## config.mk

```make
export PLATFORM = sky130hd
export DESIGN_NAME = load_ext_pipe
export DESIGN_NICKNAME = d
export VERILOG_FILES = /design/src/rtl/load_ext_pkg.sv /design/src/rtl/load_ext_fmt.sv /design/src/rtl/load_ext_pipe.sv
export SDC_FILE = /design/constraint.sdc
export NUM_CORES = 1
export LEC_CHECK = 0
export CAP_MARGIN = 5
export CORE_MARGIN = 8
export CORE_UTILIZATION = 45
export CTS_BUF_LIST = sky130_fd_sc_hd__clkbuf_2 sky130_fd_sc_hd__clkbuf_4 sky130_fd_sc_hd__clkbuf_8
export CTS_CLUSTER_SIZE = 24
export DETAILED_ROUTE_END_ITERATION = 7
export DONT_BUFFER_PORTS = 1
export PLACE_DENSITY = 0.6
export REMOVE_ABC_BUFFERS = 1
export SYNTH_ARGS = -nofsm -noshare
export SYNTH_HDL_FRONTEND = slang
export SYNTH_SLANG_ARGS = --single-unit
```

## constraint.sdc

```tcl
create_clock -name clk -period 7.5 [get_ports clk]
set_input_delay 1.875 -clock clk [delete_from_list [all_inputs] [get_ports clk]]
set_output_delay 1.875 -clock clk [all_outputs]
set_load 0.02 [all_outputs]
```

## src/rtl/load_ext_pkg.sv

```systemverilog
// Shared types for the load-data formatter: access-size encodings and the
// result entry that travels through the output FIFO.
package load_ext_pkg;

   localparam logic [1:0] SZ_BYTE = 2'b00;
   localparam logic [1:0] SZ_HALF = 2'b01;
   localparam logic [1:0] SZ_WORD = 2'b10;
   localparam logic [1:0] SZ_RSVD = 2'b11;

   typedef struct packed {
      logic [31:0] data;
      logic        misalign;
   } entry_t;

endpackage

```

## src/rtl/load_ext_fmt.sv

```systemverilog
// Combinational lane select and sign/zero extension of a raw read word,
// with misalignment detection for half/word accesses and the reserved size.
module load_ext_fmt
   import load_ext_pkg::*;
#(
   parameter int DATA_W = 32
) (
   input  logic [DATA_W-1:0] data,
   input  logic [1:0]        addr,
   input  logic [1:0]        size,
   input  logic              sign,
   output entry_t            entry
);

   logic [7:0]  byte_lane;
   logic [15:0] half_lane;

   // Lane offsets come straight from the byte address bits.
   assign byte_lane = data[{addr, 3'b000} +: 8];
   assign half_lane = data[{addr[1], 4'b0000} +: 16];

   always_comb begin
      entry = '0;
      case (size)
         SZ_BYTE: entry.data = {{24{sign & byte_lane[7]}}, byte_lane};
         SZ_HALF: begin
            if (addr[0]) entry.misalign = 1'b1;
            else         entry.data = {{16{sign & half_lane[15]}}, half_lane};
         end
         SZ_WORD: begin
            if (addr != 2'b00) entry.misalign = 1'b1;
            else               entry.data = data[31:0];
         end
         default: entry.misalign = 1'b1;
      endcase
   end

endmodule

```

## src/rtl/load_ext_pipe.sv

```systemverilog
// Load-data formatter with a small result FIFO, valid/ready handshakes on both
// sides and a saturating counter of misaligned requests.
module load_ext_pipe
   import load_ext_pkg::*;
#(
   parameter int DATA_W    = 32,
   parameter int BUF_DEPTH = 2,
   parameter int CNT_W     = 16
) (
   input  logic              clk,
   input  logic              rst,
   input  logic              flush,
   input  logic              in_valid,
   output logic              in_ready,
   input  logic [DATA_W-1:0] in_data,
   input  logic [1:0]        in_addr,
   input  logic [1:0]        in_size,
   input  logic              in_sign,
   output logic              out_valid,
   input  logic              out_ready,
   output logic [31:0]       out_data,
   output logic              out_misalign,
   output logic [CNT_W-1:0]  misalign_cnt
);

   localparam int         PW    = $clog2(BUF_DEPTH);
   localparam logic [PW:0] DEPTH = (PW + 1)'(BUF_DEPTH);

   entry_t          fmt_entry;
   entry_t          mem_reg [BUF_DEPTH];
   logic [PW-1:0]   wr_ptr_reg;
   logic [PW-1:0]   rd_ptr_reg;
   logic [PW:0]     count_reg;
   logic [CNT_W-1:0] cnt_reg;
   logic            full;
   logic            push;
   logic            pop;

   load_ext_fmt #(.DATA_W(DATA_W)) u_fmt (
      .data  (in_data),
      .addr  (in_addr),
      .size  (in_size),
      .sign  (in_sign),
      .entry (fmt_entry)
   );

   assign full      = (count_reg == DEPTH);
   assign in_ready  = !full && !rst && !flush;
   assign out_valid = (count_reg != '0);
   assign push      = in_valid && in_ready;
   assign pop       = out_valid && out_ready;

   assign out_data     = mem_reg[rd_ptr_reg].data;
   assign out_misalign = mem_reg[rd_ptr_reg].misalign;
   assign misalign_cnt = cnt_reg;

   always_ff @(posedge clk) begin
      if (rst) begin
         wr_ptr_reg <= '0;
         rd_ptr_reg <= '0;
         count_reg  <= '0;
         cnt_reg    <= '0;
         for (int i = 0; i < BUF_DEPTH; i++) mem_reg[i] <= '0;
      end else if (flush) begin
         // Counter survives a flush; any same-cycle push is already blocked by in_ready.
         wr_ptr_reg <= '0;
         rd_ptr_reg <= '0;
         count_reg  <= '0;
      end else begin
         if (push) begin
            mem_reg[wr_ptr_reg] <= fmt_entry;
            wr_ptr_reg          <= wr_ptr_reg + PW'(1);
            if (fmt_entry.misalign && (cnt_reg != '1))
               cnt_reg <= cnt_reg + CNT_W'(1);
         end
         if (pop)
            rd_ptr_reg <= rd_ptr_reg + PW'(1);
         case ({push, pop})
            2'b10:   count_reg <= count_reg + (PW + 1)'(1);
            2'b01:   count_reg <= count_reg - (PW + 1)'(1);
            default: count_reg <= count_reg;
         endcase
      end
   end

endmodule

```

; After elaboration in Yosys (flattened, before gate mapping)
; Memories as Yosys holds them, arrays and structs flattened. A register that Yosys moved wholly into a read port is not among the register bits.
; Cells that the tools add are included.
[op_classes]
n_addsub = 5
eq_ne = 6
shifts = 2
muxes = 18
bitwise = 3
n_reduce_logical = 15
[ops]
columns = op, n
row1 = 32-bit case mux with 3 select lines, 1
row2 = 32-bit 2-to-1 mux, 2
row3 = 33-bit 2-to-1 mux, 1
row4 = 33-bit OR reduction, 1
row5 = 32-bit by 6-bit variable part select with 16-bit output, 1
row6 = 32-bit by 6-bit variable part select with 8-bit output, 1
row7 = "16-bit by 1-bit adder with 16-bit output, second input constant", 1
row8 = "16-bit != test, second input constant", 1
row9 = 1-bit 2-to-1 mux, 12
row10 = "2-bit == test, second input constant", 3
row11 = 2-bit nonzero test, 3
row12 = 1-bit logical AND, 5
row13 = "2-bit by 1-bit == test with 1-bit output, second input constant", 2
row14 = 2-bit case mux with 2 select lines, 1
row15 = 1-bit zero test, 3
row16 = 1-bit case mux with 3 select lines, 1
row17 = 3-bit AND reduction, 1
row18 = "1-bit adder, second input constant", 2
row19 = "2-bit by 1-bit adder with 2-bit output, second input constant", 1
row20 = 1-bit bitwise AND, 2
row21 = 2-bit zero test, 1
row22 = 2-bit OR reduction, 1
row23 = "2-bit by 1-bit subtractor with 2-bit output, second input constant", 1
row24 = 1-bit NOT, 1
[totals]
ff_bits = 20
mem_bits_rw = 66
input_bits = 42
wordCells = 54
memories = 1
[mem_list]
columns = name, words, word_bits, rd, rd_ports_with_merged_regs, wr, line_no
row1 = mem_reg, 2, 33, 1, 1, 2, load_ext_pipe.sv:30  ; entry_t mem_reg [BUF_DEPTH];

; Depth between registers and ports, before layout
[depth]
word_depth = 11
mapped_depth = 8

; Modules after synthesis
; From an unflattened synthesis, not the netlist that was laid out.
[unflattened]
cells_unflattened = 421
area_unflattened_um2 = 4758.3
[by_module_without_submodules]
columns = mod, n_inst, cells_per_inst, area_each_um2, seq_area_each_um2
row1 = load_ext_pipe, 1, 299, 3871.2, 2402.3
row2 = load_ext_fmt, 1, 122, 887.1, 0.0

; Worst setup path before layout
; No wires, ideal clock.
[synth_path]
path_type = input port to output port
start = in rst
end = out in_ready
arrival_time_ns = 2.546
required_time_ns = 5.625
slack_ns = 3.079
path_stages = 2
path_cell_list = buf_6 > nor3_1
[synth_between]
elab_chain_cells = 3
[synth_rtl]
columns = item, line_no
row1 = from (decl), load_ext_pipe.sv:11  ; input logic rst,
row2 = 1-bit zero test, load_ext_pipe.sv:48  ; assign in_ready = !full && !rst && !flush;
row3 = 1-bit logical AND (2 in a row), load_ext_pipe.sv:48
row4 = to (decl), load_ext_pipe.sv:14  ; output logic in_ready,
; No other way between the ends.

; Worst setup path after layout
; Same ends and word-level chain as after synthesis.

==> out/qor.yml <==
synthesis:
  postSynthCellCount: 381
  seq_area_frac_synth_pct: 56.0
  number_of_flops_mapped_to_enable_cells_by_yosys: 66
  post_synth.cell_area_avg_um2: 11.3
  most_area_consuming_cells_after_synthesis: "sky130_fd_sc_hd__edfxtp_1 (46%), sky130_fd_sc_hd__mux2_2 (11%), sky130_fd_sc_hd__dfxtp_1 (9.8%), sky130_fd_sc_hd__nor2_1 (5.9%), sky130_fd_sc_hd__a21oi_1 (3.8%)"
  synth_largest_type_area_fraction_pct: 46.2
  synth.lib_cells_used.distinct: 45
  synthesis.area_mm2: 0.00429
  synthFlopType: "sky130_fd_sc_hd__edfxtp_1"
  synth_top_cell_by_area: "sky130_fd_sc_hd__edfxtp_1"
  yosys_warnings: 0
  synth_async_sr_flop_share_pct: 0
  flip_flop_and_latch_count_after_synthesis: 87
critical_path:
  cp.arrival_ps: 2480
  critPathTopFamily: "simple AND/OR/NAND/NOR gates"
  worstSetupPathType: "in -> out"
  critPathRequiredTime_ps: 5620
  timing.critical_path.buf_inv: 0
  worst_path_max_delay_cell: "sky130_fd_sc_hd__nor3_1"
  worst-path-max-fanout: 28
  crit_chain: "nor3_1"
  critical_path.max_stage_delay_ps: 600
  critPathCaptureType: "output pin"
  start_kind: "input pin"
timing:
  worst_slew_pin_tran_ps: 985
  fmax_mhz: 230
  maxSlewHeadroom_pct: 34.0
  post-route-min-period_ps: 4350
  rsz_0062_raised_after_global_routing: "no"
  fin_hold_ws_ps: 482
  period_share_pct: 58.0
  report.final.slew_viol_count: 0
  final.setup_skew_ps: 11.2
  setup_violations: 0
  total_negative_setup_slacks_ps: 0
  hold_viol_final: 0
placed_design:
  dp_hpwl_um: 6830
  placed_area_mm2: 0.00439
  finalWeightedCongestion: 0.797
  placement.io_buffers: 0
pwr:
  power_leakage_nw: 1.55
  peakVddDrop_uv: 96.7
  power_density_mw_per_mm2: 210
clock_tree:
  hold_buffers: 0
  post_cts_buffers: 0
  cts-root-buf: "sky130_fd_sc_hd__clkbuf_8"
  worstSkewPairLatency_ps: 340
  cts_tree: "done"
  deepest_level_of_the_cts_h_tree: 3
  cts_made_buffers: 9
  cts_max_path_buffers: 2
  post_cts.resized_instances: 0
  clkSlewWorstSetupHoldPaths_ps: 80
  clk_sink_count: 87
global_route:
  globalRouteTotalUtil_pct: 15.5
  grt_first_pass_wirelength_um: 15500
  first_global_vias: 2877
  pin_count_of_the_biggest_net_entering_global_routing: 36
  antenna_found_initial: 0
  globalRoute.totalOverflow: 0
finish:
  core_utilization_of_the_finished_layout_pct: 49.9
  fillerInstances: 855
  largest_reg_flops: 66
  syn_to_final_growth_pct: 7.43
  num-nets-final: 418
  design_area_mm2: 0.00461
  antenna_cells_inserted: 0
  post_route_cells_drive_above_1_share_pct: 18.5
detailed_routing:
  detail_route.iter0.violations: 127
  post_dr_wirelength_cell_um: 19.3
  remaining_drc_errors: 0
  detail_route.first_pass.iterations: 5
  dr_total_vias: 2877
  vias_per_cell: 5.66
  drt.antenna.violating_nets: 0
  route.final.wire_length_um: 9820
floorplan:
  core.rowCount: 35
  dieHeight_um: 114
  count_of_boundary_i_o_pins: 93
  die_w_um: 114
  initial_utilization_pct: 46.5
  core_area_mm2: 0.00924
  floorplan.die_area_mm2: 0.0129
run_status:
  run_status: "finished clean"
run:
  max_cap_violations: 0
hold_path:
  class_of_the_tightest_hold_or_removal_check: "reg -> reg"
area by class of cell:
cell class              count  area, µm²  share of cell area, %
flip-flops and latches     87       2400                   52.1
multi-input cells         269       1780                   38.6
well taps                 129        161                   3.50
clock buffers              11        139                   3.01
clock inverters             5       82.6                   1.79
repair buffers              5       37.5                  0.814
inverters                   2       7.51                  0.163
layout by cell type, fill, tap and decap left out, types with 7 or more instances in the layout:
cell,instances
sky130_fd_sc_hd__nor2_1,68
sky130_fd_sc_hd__edfxtp_1,66
sky130_fd_sc_hd__nand4_1,7
sky130_fd_sc_hd__a21oi_1,33
sky130_fd_sc_hd__nor2b_1,14
sky130_fd_sc_hd__nand2_1,12
sky130_fd_sc_hd__mux2_2,42
sky130_fd_sc_hd__nand2b_1,9
sky130_fd_sc_hd__clkbuf_8,9
sky130_fd_sc_hd__nor3_1,9
sky130_fd_sc_hd__dfxtp_1,21
through the flow:
step	setup WS [ps]	power, mW	std cells
2_1_floorplan	2820	0.604	358
3_3_place_gp	3130	0.619	492
3_5_place_dp	3140	0.621	492
4_1_cts	3140	0.977	508
5_1_grt	3130	1.00	508
6_report	3150	0.968	508
metal layers:
metal,vias up,global-route usage [%],share of wire [%]
met4,0,5.24,1.1
met5,-,0,0
met2,84,26.7,50
met1,1384,16.8,39
met3,10,6.29,10
li1,1399,-,-
final timing paths:
check / startpoint / end / slack, ps / cells past startpoint
max: rst / in_ready / 3150 / 1
min: wr_ptr_reg / wr_ptr_reg / 480 / 2
max reg2reg: count_reg[0] / mem_reg[0][12] / 4730 / 4
min reg2reg: wr_ptr_reg / wr_ptr_reg / 480 / 2
cells in the mapped netlist (all sizes together) (3+ instances only):
cell,number
buf,4
dfxtp,21
edfxtp,66
xnor2,6
a211oi,3
mux2,44
a221oi,4
nand2,12
and2,3
nand3,6
or4,3
o31ai,4
nor3,10
clkbuf,19
nand4,7
a22o,4
nor4,6
nor2b,14
nand2b,10
a21oi,33
nor2,68
a221o,4
report_power, final:
group          switching [mW]  total (mW)  internal [mW]
Sequential            0.00405       0.535          0.531
Combinational          0.0470      0.0724         0.0253
Clock                   0.164       0.361          0.196
cell families after synthesis:
logic type	count (synthesis)	synth area share (%)
xor+xnor	7	1.43
mux	46	12.0
simple gates	151	17.6
fa+ha+maj	2	0.583
buf+inv	25	2.71
flops	87	56.0
compound gates	63	9.71
(Power assumes the default switching activity.)
